## config.mk

```make
export PLATFORM = sky130hd
export DESIGN_NAME = dr_regs
export DESIGN_NICKNAME = d
export VERILOG_FILES = /design/src/rtl/pdp11_iopage_pkg.sv /design/src/rtl/dr_shift_out.sv /design/src/rtl/dr_regs.sv
export SDC_FILE = /design/constraint.sdc
export NUM_CORES = 1
export LEC_CHECK = 0
export ABC_AREA = 1
export BUFFER_PORTS_ARGS = -buffer_cell sky130_fd_sc_hd__buf_2
export CELL_PAD_IN_SITES_DETAIL_PLACEMENT = 2
export CELL_PAD_IN_SITES_GLOBAL_PLACEMENT = 2
export CORE_MARGIN = 2
export CORE_UTILIZATION = 32
export CTS_BUF_LIST = sky130_fd_sc_hd__clkbuf_8
export DETAILED_ROUTE_END_ITERATION = 7
export PLACE_DENSITY = 0.79
export SYNTH_ARGS = -nofsm -noshare
export SYNTH_HDL_FRONTEND = slang
export SYNTH_SLANG_ARGS = --single-unit
```

## constraint.sdc

```tcl
create_clock -name clk -period 2.3 [get_ports clk]
set_input_delay 0.69 -clock clk [delete_from_list [all_inputs] [get_ports clk]]
set_output_delay 0.69 -clock clk [all_outputs]
set_load 0.02 [all_outputs]
```

## src/rtl/pdp11_iopage_pkg.sv

```systemverilog
// Shared iopage definitions: display/switch register address, serializer state
// encoding and the byte-lane merge used by write-side slaves.
package pdp11_iopage_pkg;

  localparam logic [12:0] DR_ADDR = 13'o17570;

  typedef enum logic [1:0] {
    IDLE  = 2'd0,
    SHIFT = 2'd1,
    LATCH = 2'd2
  } dr_state_e;

  // Word writes replace everything; byte writes touch only the lane picked by addr[0].
  function automatic logic [15:0] dr_merge(input logic [15:0] cur,
                                           input logic [15:0] wdata,
                                           input logic        byte_op,
                                           input logic        odd);
    logic [15:0] res;
    res = cur;
    if (!byte_op) begin
      res = wdata;
    end else if (odd) begin
      res[15:8] = wdata[15:8];
    end else begin
      res[7:0] = wdata[7:0];
    end
    return res;
  endfunction

endpackage

```

## src/rtl/dr_shift_out.sv

```systemverilog
// 16-bit MSB-first serializer for a 595-style chain: shift clock, data and a
// latch strobe, each phase lasting CLK_DIV system clocks.
import pdp11_iopage_pkg::*;

module dr_shift_out #(
  parameter int CLK_DIV = 4
) (
  input  logic        clk,
  input  logic        reset_n,
  input  logic        start,
  input  logic [15:0] din,
  output logic        busy,
  output logic        sr_data,
  output logic        sr_clk,
  output logic        sr_latch
);

  localparam logic [7:0] DIV_LAST = 8'(CLK_DIV - 1);

  dr_state_e   state_q;
  logic [7:0]  div_q;
  logic [3:0]  bit_q;
  logic        phase_q;
  logic [15:0] shreg_q;
  logic        busy_q;
  logic        sr_data_q;
  logic        sr_clk_q;
  logic        sr_latch_q;
  logic        div_end_s;

  assign div_end_s = (div_q == DIV_LAST);

  // Frame sequencer; data only moves on the falling shift clock so the chain
  // sees a full phase of setup and hold around each rising edge.
  always_ff @(posedge clk or negedge reset_n) begin
    if (!reset_n) begin
      state_q    <= IDLE;
      div_q      <= 8'd0;
      bit_q      <= 4'd0;
      phase_q    <= 1'b0;
      shreg_q    <= 16'd0;
      busy_q     <= 1'b0;
      sr_data_q  <= 1'b0;
      sr_clk_q   <= 1'b0;
      sr_latch_q <= 1'b0;
    end else begin
      case (state_q)
        IDLE: begin
          if (start) begin
            shreg_q   <= din;
            sr_data_q <= din[15];
            busy_q    <= 1'b1;
            div_q     <= 8'd0;
            bit_q     <= 4'd0;
            phase_q   <= 1'b0;
            sr_clk_q  <= 1'b0;
            state_q   <= SHIFT;
          end
        end
        SHIFT: begin
          if (!div_end_s) begin
            div_q <= div_q + 8'd1;
          end else begin
            div_q <= 8'd0;
            if (!phase_q) begin
              phase_q  <= 1'b1;
              sr_clk_q <= 1'b1;
            end else begin
              phase_q  <= 1'b0;
              sr_clk_q <= 1'b0;
              shreg_q  <= {shreg_q[14:0], 1'b0};
              if (bit_q == 4'd15) begin
                bit_q      <= 4'd0;
                sr_data_q  <= 1'b0;
                sr_latch_q <= 1'b1;
                state_q    <= LATCH;
              end else begin
                bit_q     <= bit_q + 4'd1;
                sr_data_q <= shreg_q[14];
              end
            end
          end
        end
        LATCH: begin
          if (!div_end_s) begin
            div_q <= div_q + 8'd1;
          end else begin
            div_q      <= 8'd0;
            sr_latch_q <= 1'b0;
            busy_q     <= 1'b0;
            state_q    <= IDLE;
          end
        end
        default: begin
          state_q    <= IDLE;
          div_q      <= 8'd0;
          bit_q      <= 4'd0;
          phase_q    <= 1'b0;
          busy_q     <= 1'b0;
          sr_data_q  <= 1'b0;
          sr_clk_q   <= 1'b0;
          sr_latch_q <= 1'b0;
        end
      endcase
    end
  end

  assign busy     = busy_q;
  assign sr_data  = sr_data_q;
  assign sr_clk   = sr_clk_q;
  assign sr_latch = sr_latch_q;

endmodule

```

## src/rtl/dr_regs.sv

```systemverilog
// Display register write slave at 17777570: byte/word capture into the display
// latch, with every new value queued for the front-panel LED shift chain.
import pdp11_iopage_pkg::*;

module dr_regs #(
  parameter int CLK_DIV = 4
) (
  input  logic        clk,
  input  logic        reset_n,
  input  logic [12:0] iopage_addr,
  input  logic [15:0] data_in,
  input  logic        iopage_rd,
  input  logic        iopage_wr,
  input  logic        iopage_byte_op,
  output logic        decode,
  output logic [15:0] display,
  output logic        sr_data,
  output logic        sr_clk,
  output logic        sr_latch,
  output logic        busy
);

  logic [15:0] display_q, display_d;
  logic        pending_q, pending_d;
  logic        start_s;
  logic        shift_busy_s;
  logic        rd_unused;

  // Reads belong to the switch register sharing this address.
  assign rd_unused = iopage_rd;

  assign decode  = iopage_wr & (iopage_addr[12:1] == DR_ADDR[12:1]);
  assign start_s = pending_q & ~shift_busy_s;

  // A write landing on the load cycle must survive the clear, so set wins.
  always_comb begin
    display_d = display_q;
    pending_d = pending_q;
    if (decode) begin
      display_d = dr_merge(display_q, data_in, iopage_byte_op, iopage_addr[0]);
      pending_d = 1'b1;
    end else if (start_s) begin
      pending_d = 1'b0;
    end else begin
      pending_d = pending_q;
    end
  end

  // Pending resets high so the chain is cleared after power-up.
  always_ff @(posedge clk or negedge reset_n) begin
    if (!reset_n) begin
      display_q <= 16'd0;
      pending_q <= 1'b1;
    end else begin
      display_q <= display_d;
      pending_q <= pending_d;
    end
  end

  dr_shift_out #(.CLK_DIV(CLK_DIV)) u_shift (
    .clk      (clk),
    .reset_n  (reset_n),
    .start    (start_s),
    .din      (display_q),
    .busy     (shift_busy_s),
    .sr_data  (sr_data),
    .sr_clk   (sr_clk),
    .sr_latch (sr_latch)
  );

  assign display = display_q;
  assign busy    = shift_busy_s;

endmodule

```

==> impl_metrics.env, run 1 <==
export IMPL_status="complete, no violations"
export IMPL_clkTransAtPathRegs_ns=0.10
export IMPL_worst_pin_slew_ns=0.482
export IMPL_cellPowerDensity_nw_per_um2=490
export IMPL_post_dp_cell_area_um2=2960
export IMPL_ant_nets=0
export IMPL_dr_pass1_iters=4
export IMPL_first_global_vias=2719
export IMPL_cts_sinks=50
export IMPL_finalSetupViolCount=0
export IMPL_yosys_cell_types_count=28
export IMPL_die_w_um=93.8
export IMPL_rsz0062_at_grt="no"
export IMPL_peakVddDrop_v=0.000291
export IMPL_yosysSeqAreaShare_pct=48.5
export IMPL_p_switching_w=0.000347
export IMPL_clockBufferDepth=2
export IMPL_ys_ff_latch=50
export IMPL_syn_inst=339
export IMPL_wirelength_mm=7.44
export IMPL_place_hpwl_mm=5.51
export IMPL_grt_use_total_pct=18.8
export IMPL_clock_root_buffer="clkbuf_8"
export IMPL_finalHoldViolCount=0
export IMPL_p_leak_nw=1.73
export IMPL_n_fill_cell=954
export IMPL_routabilityCongestion=0.745
export IMPL_crit_type="primary input to output port"
export IMPL_hold_buffers=0
export IMPL_switching_share_pct=23.1
export IMPL_p_int_w=0.00115
export IMPL_vias_per_cell=4.87
export IMPL_period_needed_ns=2.20
export IMPL_max_freq_mhz=455
export IMPL_routed_wl_met2_mm=3.99
export IMPL_cts_tree="done"
export IMPL_wl_met1_mm=3.20
export IMPL_timing_slew_headroom_pct=67.7
export IMPL_synth_top_cell_by_area="dfrtp_1"
export IMPL_area_growth_pct=18.6
export IMPL_final_cell_mix="152 x nand2_1, 53 x buf_2, 49 x dfrtp_1, 43 x nand3_1, 26 x nor2_1"
export IMPL_start_util_pct=33.2
export IMPL_maxCapViolCount=0
export IMPL_crit_required_ns=1.61
export IMPL_layout_commonest_cell="nand2_1"
export IMPL_seqPwrFrac_pct=58.7
export IMPL_die_h_um=93.8
export IMPL_drc=0
export IMPL_clkPwrFrac_pct=37.3
export IMPL_cts_htree_levels=2
export IMPL_fp_row_count=32
export IMPL_timing_final_crit_share_pct=95.5
export IMPL_top_layer_used="met4"
export IMPL_fp_dieArea_um2=8810
export IMPL_slew_viol_final=0
export IMPL_fin_skew_ns=0.00777
export IMPL_dr_first_iter_drc_count=85
export IMPL_diodes=0
export IMPL_synth_area_leaders="dfrtp_1 47%, nand2_1 22%, nand3_1 8.3%"
export IMPL_nets=434
export IMPL_arrival_ns=1.51
export IMPL_io_pins=55
export IMPL_grt_overflow=0
export IMPL_num_vias=2427
export IMPL_layout_drive_gt1_share_pct=19.7
export IMPL_syn_nets=378
export IMPL_final_area_um2=3060
export IMPL_port_buffers=53
export IMPL_syn_area_per_cell_um2=7.62
export IMPL_end_kind="output port"
export IMPL_clock_latency_ns=0.30
export IMPL_wl_met3_um=215
export IMPL_antenna_found_initial=0
export IMPL_numCtsBuffers=5
export IMPL_setup_tns_ns=0
export IMPL_synth_warning_count=0
export IMPL_netlist_area_um2=2580
export IMPL_p_comb_share_pct=4.0
export IMPL_start_kind="primary input"
export IMPL_power_total_w=0.00150
export IMPL_synth_top_cell_area_share_pct=47.5
export IMPL_crit_path_max_fanout=2
export IMPL_core_um2=7770
export IMPL_post_drt_wl_per_cell_um=14.9
export IMPL_grt_pass1_wl_mm=13.2
export IMPL_grt_max_degree=51
export IMPL_min_path_type="primary input to asynchronous set/reset pin"
==> sequential cells by signal (all words and copies together) (netlist names) <==
signal	flops
display	16
u_shift.shreg_q	15
u_shift.div_q	8
u_shift.bit_q	4
u_shift.state_q	2
pending_q	1
u_shift.busy	1
u_shift.sr_clk	1
u_shift.sr_data	1
u_shift.sr_latch	1
==> repair_timing <==
item / in CTS / in global routing
setup buffers: 0 / 0
setup endpoints to repair: 0 / 15
endpoints found under the hold margin: 0 / 0
resized for setup: 0 / 1
==> critical path: stages <==
cell	delay, ns
buf_2	0.10
nor3_1	0.18
nand3_1	0.18
nor2_4	0.17
buf_2	0.19
==> cells by family after synthesis <==
logic type	count (synthesis)	synth area share (%)
AO/OA/AOI/OAI	15	3.49
XOR/XNOR	2	0.678
adder cells (fa/ha/maj)	5	2.42
buffers and inverters	28	5.18
flip-flops	50	48.5
AND/OR/NAND/NOR	239	39.7
==> Yosys cell counts (all sizes together) <==
library cell and count:
a21boi 1, a21oi 5, and3 1, buf 7, clkbuf 1, dfrtp 49
dfstp 1, ha 5, inv 20, nand2 154, nand3 43, nand3b 2
nand4 2, nor2 32, nor3 5, o21ai 8, o22ai 1, xor2 2
==> per-layer routing <==
metal	vias to the layer above	global-route usage, %
met5	-	0
met4	0	3.26
met3	4	3.13
met2	37	33.7
met1	1205	24.2
li1	1181	-
==> cell type report <==
| type | count | area [µm²] | area share (%) |
|---|---|---|---|
| Inverter | 20 | 75.1 | 2.45 |
| Clock buffer | 6 | 82.6 | 2.70 |
| Timing Repair Buffer | 57 | 308 | 10.0 |
| Tap cell | 102 | 128 | 4.17 |
| Sequential cell | 50 | 1250 | 40.9 |
| Clock inverter | 2 | 16.3 | 0.531 |
| Multi-Input combinational cell | 261 | 1200 | 39.2 |
==> worst paths after layout <==
path | from | to | slack [ns] | cells after the start
worst max-delay path | iopage_addr[7] | decode | 0.10 | 5
worst min-delay path | reset_n | u_shift.div_q[3] | 0.34 | 2
worst max register to register | u_shift.state_q[1] | u_shift.bit_q[3] | 0.35 | 8
worst min register to register | u_shift.sr_data | u_shift.sr_data | 0.47 | 2
max in group asynchronous | reset_n | pending_q | 1.64 | 2
min in group clk | u_shift.sr_data | u_shift.sr_data | 0.47 | 2
==> metrics by stage <==
stage	hold WS, ns	utilization (%)	setup WS [ns]	instances
final	0.342	39.4	0.104	498
after global routing	0.349	39.4	0.0193	498
after CTS	0.368	39.4	0.0520	498
after detailed placement	0.455	38.1	0.0783	490
after global placement	0.448	38.1	0.0906	490
after floorplan	0.394	-	0.223	339
==> power by group through the flow <==
stage | clock network (W) | registers (W) | logic, W
floorplan | 0 | 0.000899 | 0.00000794
global placement | 0 | 0.000898 | 0.0000615
detailed placement | 0 | 0.000898 | 0.0000628
CTS | 0.000588 | 0.000881 | 0.0000630
global route | 0.000623 | 0.000881 | 0.0000698
finish | 0.000560 | 0.000881 | 0.0000602
Note: power is estimated with default switching activity, not from simulation.
==> run 2, diff against run 1 <==
Settings changed: REMOVE_ABC_BUFFERS set to 1.
==> run 2 against run 1 <==
  * Clock skew decreased by 0.00067 ns
  * Sequential share of layout area down 0.61 points
  * Register-to-register slack worse by 0.12 ns
  * Fmax increased by 1.2%
  * Count of clock-buffer cells in the layout is the same
  * Clock power up 39%
  * Cell count rose by 0.20%
  * Die area unchanged
  * Global-route usage is 0.25 points lower
  * Worst hold slack better by 0.019 ns
  * Worst setup slack improved by 0.026 ns
  * Highest routed layer unchanged
==> impl_metrics.env, run 2 (synthesized netlist as in run 1, its figures left out) <==
export IMPL_status="complete, no violations"
export IMPL_crit_path_max_fanout=2
export IMPL_place_hpwl_mm=5.64
export IMPL_slowest_delay_ns=0.19
export IMPL_wirelength_mm=7.40
export IMPL_grt_use_total_pct=18.6
export IMPL_min_path_type="primary input to asynchronous set/reset pin"
export IMPL_num_vias=2424
export IMPL_grt_overflow=0
export IMPL_clockBufferDepth=2
export IMPL_maxCapViolCount=0
export IMPL_arrival_ns=1.48
export IMPL_core_um2=7770
export IMPL_diodes=0
export IMPL_critPathBufInv=3
export IMPL_start_util_pct=33.2
export IMPL_cts_resized=0
export IMPL_cpMostUsedCell="buf_2"
export IMPL_drc=0
export IMPL_grt_max_degree=51
export IMPL_dr_first_iter_drc_count=55
export IMPL_ant_nets=0
export IMPL_setup_tns_ns=0
export IMPL_antenna_found_initial=0
export IMPL_timing_final_crit_share_pct=94.3
export IMPL_max_freq_mhz=461
export IMPL_power_total_w=0.00172
export IMPL_cts_tree="done"
export IMPL_numCtsBuffers=5
export IMPL_area_growth_pct=20.4
export IMPL_io_pins=55
export IMPL_slew_viol_final=0
export IMPL_fp_dieArea_um2=8810
export IMPL_worst_pin_slew_ns=0.831
export IMPL_post_cts_setup_buffers=0
export IMPL_timing_slew_headroom_pct=44.5
export IMPL_port_buffers=53
export IMPL_vias_per_cell=4.86
export IMPL_hold_buffers=0
export IMPL_dr_pass1_iters=4
export IMPL_rsz0062_at_grt="no"
export IMPL_peakVddDrop_v=0.000260
export IMPL_cts_sinks=50
export IMPL_startpoint="iopage_addr[8]"
export IMPL_end_kind="output port"
export IMPL_fin_skew_ns=0.00710
export IMPL_n_fill_cell=943
export IMPL_cts_htree_levels=2
export IMPL_clkTransAtPathRegs_ns=0.10
export IMPL_nets=435
export IMPL_cp_slowest_cell="buf_2"
export IMPL_multiInputGateArea_um2=1200
export IMPL_final_cell_mix="152 x nand2_1, 53 x buf_2, 49 x dfrtp_1, 43 x nand3_1, 26 x nor2_1"
export IMPL_grt_pass1_wl_mm=12.9
export IMPL_layout_drive_gt1_share_pct=19.9
export IMPL_cellPowerDensity_nw_per_um2=553
export IMPL_layout_commonest_cell="nand2_1"
export IMPL_seqCellArea_um2=1250
export IMPL_routabilityCongestion=0.787
export IMPL_first_global_vias=2702
export IMPL_period_needed_ns=2.17
export IMPL_finalSetupViolCount=0
export IMPL_p_leak_nw=1.75
export IMPL_crit_required_ns=1.61
export IMPL_finalHoldViolCount=0
export IMPL_start_kind="primary input"
export IMPL_largest_reg_flops=16
export IMPL_cp_top_family="simple AND/OR/NAND/NOR gates"
export IMPL_fp_row_count=32
export IMPL_clock_latency_ns=0.31
export IMPL_clock_root_buffer="clkbuf_8"
export IMPL_crit_type="primary input to output port"
export IMPL_worstPathCellList="buf_2 > inv_1 > nor3_1 > nand3_1 > nor2_4 > buf_2"
export IMPL_die_h_um=93.8
export IMPL_rr_startpoint="u_shift.state_q[1]"
export IMPL_post_drt_wl_per_cell_um=14.8
export IMPL_die_w_um=93.8
## run 2: cell types whose count changed in the layout (fill, tap and decap cells not counted)
cell | previous run | this run
bufinv_16 | 0 | 2
buf_4 | 3 | 4
clkinvlp_4 | 1 | 0
inv_6 | 1 | 0
nor2_2 | 2 | 3
nor2_4 | 3 | 2
## run 2: final cells by class
class	count	area share (%)
Sequential cell	50	40.3
Timing Repair Buffer	58	10.1
Clock inverter	2	1.93
Multi-Input combinational cell	261	38.5
Inverter	20	2.41
Tap cell	102	4.10
Clock buffer	6	2.66
## run 2: per-stage QoR
| step | cells | setup slack [ns] | hold WS (ns) | cell area [µm²] | utilization (%) |
|---|---|---|---|---|---|
| 2_1_floorplan | 331 | 0.274 | 0.394 | 2520 | - |
| 3_3_place_gp | 491 | 0.0972 | 0.456 | 2970 | 38.2 |
| 3_5_place_dp | 491 | 0.0885 | 0.457 | 2970 | 38.2 |
| 4_1_cts | 499 | 0.0877 | 0.358 | 3110 | 40.0 |
| 5_1_grt | 499 | 0.0293 | 0.363 | 3110 | 40.0 |
| 6_report | 499 | 0.130 | 0.361 | 3110 | 40.0 |
## run 2: final timing paths
| check | to | slack (ns) | cells after the start |
|---|---|---|---|
| setup / recovery | decode | 0.13 | 6 |
| hold / removal | u_shift.shreg_q[11] | 0.36 | 2 |
| setup reg to reg | u_shift.shreg_q[2] | 0.23 | 8 |
| hold reg to reg | u_shift.sr_data | 0.48 | 2 |
| max in group asynchronous | pending_q | 1.66 | 2 |
| min in group clk | u_shift.sr_data | 0.48 | 2 |
## run 2: where the power goes
| part | switching [W] | internal [W] | total, W |
|---|---|---|---|
| logic | 0.0000352 | 0.0000255 | 0.0000607 |
| registers | 0.00000103 | 0.000880 | 0.000881 |
| clock network | 0.000315 | 0.000464 | 0.000779 |
| total | 0.000351 | 0.00137 | 0.00172 |
## run 2: layer usage
layer	vias up	global-route usage (%)	part of all wire, %
met5	-	0	0
met4	0	5.31	1.3
met3	8	3.05	2.6
met2	39	33.8	52
met1	1192	22.5	44
li1	1185	-	-
==> run 3, diff against run 2 <==
Settings changed: CELL_PAD_IN_SITES_DETAIL_PLACEMENT 2 to 1.
==> run 3 against run 2 <==
  * Register-to-register slack better by 0.05 ns
  * Worst setup slack worse by 0.0022 ns
  * Via count is 4.7% lower
  * Highest routed layer unchanged
  * Clock skew hardly changed
  * Sequential power hardly changed
  * First-iteration DRC count is 120% higher
  * Sequential share of layout area is 0.48 points higher
  * Power is 9.4% lower
  * Sequential cell count stayed put
  * Fmax is 0.10% lower
==> impl_metrics.env, run 3 (synthesized netlist as in run 1, its figures left out) <==
export IMPL_final_core_util_pct=39.6
export IMPL_routabilityCongestion=0.787
export IMPL_largest_reg_flops=16
export IMPL_die_w_um=93.8
export IMPL_fp_dieArea_um2=8810
export IMPL_grt_pass1_wl_mm=11.3
export IMPL_rr_startpoint="u_shift.state_q[1]"
export IMPL_clock_root_buffer="clkbuf_8"
export IMPL_nets=435
export IMPL_r2r_slack_ns=0.28
export IMPL_p_leak_nw=1.74
export IMPL_clock_latency_ns=0.30
export IMPL_diodes=0
export IMPL_r2r_end="u_shift.shreg_q[12]"
export IMPL_finalSetupViolCount=0
export IMPL_min_path_type="primary input to asynchronous set/reset pin"
export IMPL_finalHoldViolCount=0
export IMPL_setup_tns_ns=0
export IMPL_worst_pin_slew_ns=0.806
export IMPL_ant_nets=0
export IMPL_clkTransAtPathRegs_ns=0.09
export IMPL_layout_commonest_cell="nand2_1"
export IMPL_start_util_pct=33.2
export IMPL_period_needed_ns=2.17
export IMPL_timing_slew_headroom_pct=46.2
export IMPL_final_cell_mix="152 x nand2_1, 53 x buf_2, 49 x dfrtp_1, 43 x nand3_1, 26 x nor2_1"
export IMPL_numCtsBuffers=5
export IMPL_cts_sinks=50
export IMPL_layout_drive_gt1_share_pct=19.4
export IMPL_core_um2=7770
export IMPL_timing_final_crit_share_pct=94.4
export IMPL_die_h_um=93.8
export IMPL_drc=0
export IMPL_fin_skew_ns=0.00737
export IMPL_post_drt_wl_per_cell_um=12.7
export IMPL_cts_tree="done"
export IMPL_dr_pass1_iters=4
export IMPL_first_global_vias=2376
export IMPL_cts_resized=0
export IMPL_start_kind="primary input"
export IMPL_end_kind="output port"
export IMPL_num_vias=2311
export IMPL_cellPowerDensity_nw_per_um2=507
export IMPL_cts_htree_levels=2
export IMPL_post_cts_setup_buffers=0
export IMPL_area_growth_pct=19.0
export IMPL_crit_path_max_fanout=2
export IMPL_maxCapViolCount=0
export IMPL_reg2regPathDepth=8
export IMPL_place_hpwl_mm=4.60
export IMPL_wirelength_mm=6.33
export IMPL_io_pins=55
export IMPL_hold_buffers=0
export IMPL_crit_type="primary input to output port"
export IMPL_power_total_w=0.00156
export IMPL_antenna_found_initial=0
export IMPL_fp_row_count=32
export IMPL_peakVddDrop_v=0.000180
export IMPL_status="complete, no violations"
export IMPL_crit_required_ns=1.61
export IMPL_max_freq_mhz=460
export IMPL_slew_viol_final=0
export IMPL_clockBufferDepth=2
export IMPL_vias_per_cell=4.63
export IMPL_rsz0062_at_grt="no"
export IMPL_arrival_ns=1.48
export IMPL_grt_overflow=0
export IMPL_grt_use_total_pct=16.0
export IMPL_dr_first_iter_drc_count=122
export IMPL_grt_max_degree=51
export IMPL_port_buffers=53
==> run 3: changes by cell type in the layout (fill, tap and decap cells not counted), sizes merged <==
| cell | change |
|---|---|
| bufinv | -1 |
| inv | +2 |
| clkbuf | -1 |
==> run 3: worst max-delay path, cell delays in order <==
cell and delay [ns]:
buf_2 0.10, nor3_1 0.18, nand3_1 0.17, nor2_4 0.15
buf_2 0.19
==> run 3: report_power, final <==
part | internal (W) | switching (W)
logic | 0.0000255 | 0.0000334
clock network | 0.000317 | 0.000302
registers | 0.000880 | 0.000000970
==> run 3: area by class of cell <==
type,instances,area (µm²)
multi-input combinational,261,1200
tap,102,128
sequential,50,1250
clock inverter,3,37.5
clock buffer,5,68.8
inverter,20,75.1
fill,1010,4690
timing repair buffer,58,315
==> run 3: per-stage QoR <==
step | instance area (µm²) | hold slack (ns) | std cells | setup slack [ns]
floorplan | 2520 | 0.394 | 331 | 0.274
global placement | 2970 | 0.456 | 491 | 0.0972
detailed placement | 2970 | 0.460 | 491 | 0.0989
CTS | 3070 | 0.368 | 499 | 0.0915
global route | 3070 | 0.377 | 499 | 0.0321
finish | 3070 | 0.347 | 499 | 0.128
==> run 3: layer usage <==
layer  track usage (%)  routed length [µm]  vias up
li1                  -                   -     1183
met1              21.9                3130     1083
met2              25.9                2910       41
met3              3.29                 232        4
met4              4.35                  57        0
met5                 0                   0        -
==> run 3: how the worst max path moves through the flow <==
| stage | from | end | slack [ns] | cells past startpoint |
|---|---|---|---|---|
| after CTS | iopage_addr[7] | decode | 0.09 | 5 |
| after detailed placement | iopage_addr[7] | decode | 0.1 | 5 |
| after global placement | iopage_addr[7] | decode | 0.1 | 5 |
| final | iopage_addr[7] | decode | 0.13 | 5 |
| after global routing | iopage_addr[8] | decode | 0.03 | 6 |
| after floorplan | iopage_addr[8] | decode | 0.27 | 4 |
